<file path="src/rtl/mask_bbox_tracker.sv">
// Mask bounding-box tracker.
// Sits after the green-threshold filter. It follows pixel coordinates from the
// sync and blank signals. For every frame it finds the bounding box, the hit
// count and the box centre of the mask pixels, and publishes them once per frame.
// The VGA stream passes through with one cycle of delay. The last published box
// can be drawn over the stream in red.
//
// Handshake: result_valid is a single-cycle strobe with no back-pressure. The
// published fields are valid from that cycle on and hold until the next strobe.
module mask_bbox_tracker #(
  parameter int WIDTH     = 640,
  parameter int HEIGHT    = 480,
  parameter int MIN_COUNT = 16,
  parameter int COUNT_W   = 19
) (
  input  logic               VGA_CLK,
  input  logic               reset,
  input  logic [7:0]         iVGA_R,
  input  logic [7:0]         iVGA_G,
  input  logic [7:0]         iVGA_B,
  input  logic               iVGA_HS,
  input  logic               iVGA_VS,
  input  logic               iVGA_SYNC_N,
  input  logic               iVGA_BLANK_N,
  input  logic               overlay_en,
  output logic [7:0]         oVGA_R,
  output logic [7:0]         oVGA_G,
  output logic [7:0]         oVGA_B,
  output logic               oVGA_HS,
  output logic               oVGA_VS,
  output logic               oVGA_SYNC_N,
  output logic               oVGA_BLANK_N,
  output logic [9:0]         box_xmin,
  output logic [9:0]         box_xmax,
  output logic [9:0]         box_ymin,
  output logic [9:0]         box_ymax,
  output logic [9:0]         center_x,
  output logic [9:0]         center_y,
  output logic [COUNT_W-1:0] pix_count,
  output logic               found,
  output logic               result_valid
);

  localparam logic [9:0]         X_LAST    = 10'(WIDTH - 1);
  localparam logic [9:0]         Y_LAST    = 10'(HEIGHT - 1);
  localparam logic [COUNT_W-1:0] COUNT_MAX = '1;
  localparam logic [COUNT_W-1:0] COUNT_MIN = COUNT_W'(MIN_COUNT);

  typedef enum logic [1:0] {
    S_SYNC    = 2'd0,
    S_VSYNC   = 2'd1,
    S_ACTIVE  = 2'd2,
    S_PUBLISH = 2'd3
  } state_t;

  state_t state;
  state_t state_next;

  logic [9:0]         x;
  logic [9:0]         y;
  logic               prev_vs;
  logic               prev_blank;
  logic               hit;
  logic               vs_rise;
  logic               vs_fall;
  logic               blank_fall;

  logic               acc_clear;
  logic               acc_update;
  logic               publish;

  logic [9:0]         acc_xmin;
  logic [9:0]         acc_xmax;
  logic [9:0]         acc_ymin;
  logic [9:0]         acc_ymax;
  logic [COUNT_W-1:0] acc_count;

  logic [10:0]        sum_x;
  logic [10:0]        sum_y;
  logic               on_vert;
  logic               on_horz;
  logic               overlay;

  assign hit        = iVGA_BLANK_N && iVGA_G[7];
  assign vs_rise    = iVGA_VS && !prev_vs;
  assign vs_fall    = !iVGA_VS && prev_vs;
  assign blank_fall = prev_blank && !iVGA_BLANK_N;

  // Remember the previous sync and blank levels so edges can be detected.
  always_ff @(posedge VGA_CLK) begin
    if (reset) begin
      prev_vs    <= 1'b0;
      prev_blank <= 1'b0;
    end else begin
      prev_vs    <= iVGA_VS;
      prev_blank <= iVGA_BLANK_N;
    end
  end

  // Track the coordinate of the pixel on the input in the current cycle.
  always_ff @(posedge VGA_CLK) begin
    if (reset) begin
      x <= '0;
      y <= '0;
    end else begin
      if (!iVGA_BLANK_N)   x <= '0;
      else if (x != X_LAST) x <= x + 10'd1;

      if (!iVGA_VS)                      y <= '0;
      else if (blank_fall && y != Y_LAST) y <= y + 10'd1;
    end
  end

  // FSM state register.
  always_ff @(posedge VGA_CLK) begin
    if (reset) state <= S_SYNC;
    else       state <= state_next;
  end

  // FSM next-state logic. The partial frame seen after reset is skipped.
  always_comb begin
    state_next = state;
    case (state)
      S_SYNC:    if (!iVGA_VS) state_next = S_VSYNC;
      S_VSYNC:   if (vs_rise)  state_next = S_ACTIVE;
      S_ACTIVE:  if (vs_fall)  state_next = S_PUBLISH;
      S_PUBLISH: state_next = S_VSYNC;
      default:   state_next = S_SYNC;
    endcase
  end

  // FSM outputs: decode the state into accumulator and publish controls.
  always_comb begin
    acc_clear  = 1'b0;
    acc_update = 1'b0;
    publish    = 1'b0;
    case (state)
      S_VSYNC:   acc_clear  = 1'b1;
      S_ACTIVE:  acc_update = hit;
      S_PUBLISH: publish    = 1'b1;
      default:   ;
    endcase
  end

  // Per-frame accumulators. A hit in the cycle of the VS fall still counts.
  always_ff @(posedge VGA_CLK) begin
    if (reset || acc_clear) begin
      acc_xmin  <= X_LAST;
      acc_xmax  <= '0;
      acc_ymin  <= Y_LAST;
      acc_ymax  <= '0;
      acc_count <= '0;
    end else if (acc_update) begin
      if (x < acc_xmin) acc_xmin <= x;
      if (x > acc_xmax) acc_xmax <= x;
      if (y < acc_ymin) acc_ymin <= y;
      if (y > acc_ymax) acc_ymax <= y;
      if (acc_count != COUNT_MAX) acc_count <= acc_count + 1'b1;
    end
  end

  assign sum_x = {1'b0, acc_xmin} + {1'b0, acc_xmax};
  assign sum_y = {1'b0, acc_ymin} + {1'b0, acc_ymax};

  // Publish the frame results. An empty frame reads back as an all-zero box.
  always_ff @(posedge VGA_CLK) begin
    if (reset) begin
      box_xmin     <= '0;
      box_xmax     <= '0;
      box_ymin     <= '0;
      box_ymax     <= '0;
      center_x     <= '0;
      center_y     <= '0;
      pix_count    <= '0;
      found        <= 1'b0;
      result_valid <= 1'b0;
    end else begin
      result_valid <= publish;
      if (publish) begin
        pix_count <= acc_count;
        found     <= (acc_count != '0) && (acc_count >= COUNT_MIN);
        if (acc_count == '0) begin
          box_xmin <= '0;
          box_xmax <= '0;
          box_ymin <= '0;
          box_ymax <= '0;
          center_x <= '0;
          center_y <= '0;
        end else begin
          box_xmin <= acc_xmin;
          box_xmax <= acc_xmax;
          box_ymin <= acc_ymin;
          box_ymax <= acc_ymax;
          center_x <= sum_x[10:1];
          center_y <= sum_y[10:1];
        end
      end
    end
  end

  assign on_vert = (x == box_xmin || x == box_xmax) && (y >= box_ymin) && (y <= box_ymax);
  assign on_horz = (y == box_ymin || y == box_ymax) && (x >= box_xmin) && (x <= box_xmax);
  assign overlay = overlay_en && found && iVGA_BLANK_N && (on_vert || on_horz);

  // Output stream: one register stage. Blanked RGB is forced to zero.
  always_ff @(posedge VGA_CLK) begin
    if (reset) begin
      oVGA_R       <= '0;
      oVGA_G       <= '0;
      oVGA_B       <= '0;
      oVGA_HS      <= 1'b0;
      oVGA_VS      <= 1'b0;
      oVGA_SYNC_N  <= 1'b0;
      oVGA_BLANK_N <= 1'b0;
    end else begin
      oVGA_HS      <= iVGA_HS;
      oVGA_VS      <= iVGA_VS;
      oVGA_SYNC_N  <= iVGA_SYNC_N;
      oVGA_BLANK_N <= iVGA_BLANK_N;
      if (!iVGA_BLANK_N) begin
        oVGA_R <= '0;
        oVGA_G <= '0;
        oVGA_B <= '0;
      end else if (overlay) begin
        oVGA_R <= 8'hFF;
        oVGA_G <= 8'h00;
        oVGA_B <= 8'h00;
      end else begin
        oVGA_R <= iVGA_R;
        oVGA_G <= iVGA_G;
        oVGA_B <= iVGA_B;
      end
    end
  end

endmodule
</file>
<file path="config.mk">
export PLATFORM = sky130hd
export DESIGN_NAME = mask_bbox_tracker
export DESIGN_NICKNAME = d
export VERILOG_FILES = /design/src/rtl/mask_bbox_tracker.sv
export SDC_FILE = /design/constraint.sdc
export NUM_CORES = 1
export LEC_CHECK = 0
export ABC_AREA = 1
export BUFFER_PORTS_ARGS = -buffer_cell sky130_fd_sc_hd__buf_2
export CORE_UTILIZATION = 45
export CTS_BUF_LIST = sky130_fd_sc_hd__clkbuf_4 sky130_fd_sc_hd__clkbuf_8
export DETAILED_ROUTE_END_ITERATION = 10
export GPL_TIMING_DRIVEN = 0
export MAX_ROUTING_LAYER = met4
export PLACE_DENSITY = 0.65
export SLEW_MARGIN = 20
export SYNTH_ARGS = -nofsm -noshare
export SYNTH_HDL_FRONTEND = slang
export SYNTH_SLANG_ARGS = --single-unit
</file>
<file path="constraint.sdc">
create_clock -name VGA_CLK -period 2.73 [get_ports VGA_CLK]
set_clock_uncertainty 0.2 [all_clocks]
set_input_delay 0.273 -clock VGA_CLK [delete_from_list [all_inputs] [get_ports VGA_CLK]]
set_output_delay 0.273 -clock VGA_CLK [all_outputs]
set_load 0.1 [all_outputs]
</file>
==> flow_summary.ini <==
[timing]
report.final.slew_viol_count = 0
finalHoldViolCount = 0
period_minus_slack_ns = 2.55
finalCritPeriodShare_pct = 93.3
rsz0062_at_grt = no
worst_hold_slack_ns = 0.100
timing.setup.tns_ns = 0
max_clock_freq_mhz = 393
setup_viol = 0
worst_slack_ns = 0.184
tightest_slew_ns = 0.846
slew_headroom_pct = 43.4

[placed_design]
placed_cells = 1795
io_buffers = 139
post-place-ws_ns = 0.00279
postPlaceCellArea_um2 = 11100
gp_congestion = 0.930
hpwl_um = 20700

[synth]
synth_top_area_cell = dfxtp_1
yosys-top-cells-count = nand2_1, inv_1, dfxtp_1
ys.flop_type = dfxtp_1
avgSynthCellArea_um2 = 7.28
ys_types = 36
async_flop_share_pct = 0
ys_warn_count = 0
ys_seq_area_share_pct = 38.0
synth_top_area_share_pct = 38.0
syn_nets = 1514
synth_area_um2 = 10000
yosys-top-cells-area = dfxtp_1, ha_1, nand2_1, a21oi_1, inv_1
yosysMostFrequentCell = nand2_1
synth_cells = 1376
synth-seq-cells = 190
synth_edf_count = 0

[grt]
antenna_found_initial = 0
grt_max_degree = 20
grt_use_total_pct = 25.6
grt_overflow = 0
grt_pass1_wl_um = 44200
grt_pass1_vias = 8907

[power_and_ir_drop]
power_mw = 6.58
p_per_area_nw_per_um2 = 558
vdd_ir_drop_max_uv = 661
p_leak_nw = 5.55

[critical_path]
worstPathArrival_ns = 2.74
slowest_delay_ns = 0.40
startpoint_type = register
path_max_fanout = 10
worst-r2r-setup-slack_ns = 0.18
crit_cells = 12
path_common_cell = nand2_1
crit_chain = inv_1 -> ha_1 -> nand2_1 -> nor2_2 -> nand4_1 -> o21ai_0 -> nand3_1 -> nand2_1 -> nand2_2 -> nand2_4 -> buf_4 -> nor2_1
r2r-end = oVGA_G[1]
cp.required_ns = 2.92
rr_startpoint = box_xmax[9]
crit_start = box_xmax[9]
critical_path_class = register to register
reg2regPathDepth = 12
end_kind = register
cp_slowest_cell = dfxtp_1
critPathBufInv = 2
path_delay_family = simple AND/OR/NAND/NOR gates
crit_end = oVGA_G[1]

[finish]
fin_nets = 1701
layout-drive-gt1-share_pct = 14.1
final_util_pct = 54.0
layout.cells.non_filler = 1856
biggestRegsByFlops = acc_count (19), pix_count (19)
seq_area_um2 = 3810
stdcell_area_um2 = 11800
multi_input_area_um2 = 5270
diodes = 0
area_growth_pct = 17.5
fill_cells = 2170

[clocking]
cts_tree = yes
clockBufferDepth = 2
clk_pin_slew_worst_paths_ns = 0.11
cts_made_buffers = 17
post-cts-setup-buffers = 0
root_buffer = clkbuf_8
clock_latency_ns = 0.49
cts.sinks = 190
h-tree-depth = 4

[die]
dieArea_um2 = 22900
start_util_pct = 45.9
std_cell_rows = 54
core_region_area_um2 = 21800
die_x_um = 151
die_height_um = 151
io_pins = 140

[run]
drv_cap = 0

[route]
wl_um = 27200
viasPerCell = 5.09
num_vias = 9454
first_iter_violations = 420
drc = 0
antenna_left = 0
wl_per_cell_um = 14.7
dr.pass1.iters = 5

[run_status]
status = finished, final reports clean

[hold_path]
hold_path.class = primary input to register
## worst min-delay path by stage
stage                  end  cells after the start         from
5_1_grt          oVGA_R[2]                      5   overlay_en
4_1_cts          oVGA_R[2]                      5   overlay_en
3_3_place_gp   center_y[2]                      2  center_y[2]
6_report         oVGA_R[0]                      5   overlay_en
2_1_floorplan      oVGA_HS                      2      iVGA_HS
3_5_place_dp   center_y[3]                      2  center_y[3]
## cell usage in the layout, fill, tap and decap left out, types with 3 or more instances in the layout
cell type / instances
clkbuf_1: 24
ha_1: 105
o211ai_1: 7
nand4_1: 18
dfxtp_1: 182
clkinv_8: 3
nor2_1: 99
clkinv_4: 3
inv_2: 5
a21o_1: 4
dfxtp_2: 8
nand3_1: 56
nand2_2: 12
xor2_1: 18
a21boi_0: 3
nor3_1: 17
dlygate4sd3_1: 29
a21oi_2: 8
inv_8: 4
a31oi_1: 3
inv_1: 201
nor2_2: 3
clkbuf_8: 18
o21bai_1: 5
o21ai_0: 92
buf_2: 148
nand2_1: 292
a21oi_1: 188
## cell type report
type / instances / share of cell area [%]
sequential: 190 / 32.4
buffer: 38 / 1.54
tap: 280 / 2.97
timing repair buffer: 168 / 8.37
multi-input combinational: 942 / 44.8
inverter: 206 / 6.57
clock buffer: 18 / 2.10
clock inverter: 14 / 1.30
## worst min-delay path: stages
cell and delay [ns]:
buf_2 0.10, nand2_1 0.05, nor2_1 0.04, nand2_2 0.20
a21oi_1 0.09
## routing by layer
layer | global-route usage, % | wire [µm]
met5 | - | 0
met4 | 8.60 | 579
met3 | 4.04 | 1540
met2 | 40.7 | 12300
met1 | 33.0 | 12900
## logic make-up after synthesis
logic type	synth area share, %
AND/OR/NAND/NOR	21.0
flip-flops	38.0
XOR/XNOR	1.57
AO/OA/AOI/OAI	16.5
buffers and inverters	9.53
adder cells (fa/ha/maj)	13.5
## power breakdown
part | switching (mW) | internal (mW)
combinational | 1.30 | 0.363
clock | 1.19 | 0.710
sequential | 0.105 | 2.91
total | 2.59 | 3.98
## repair_timing
action | 4_1_cts | 5_1_grt
resized for setup | 1 | 10
hold buffers | 29 | 0
endpoints found under the setup margin | 6 | 13
pin swaps | 0 | 1
endpoints found under the hold margin | 31 | 0
No activity file was read; power rests on OpenSTA's default activity.
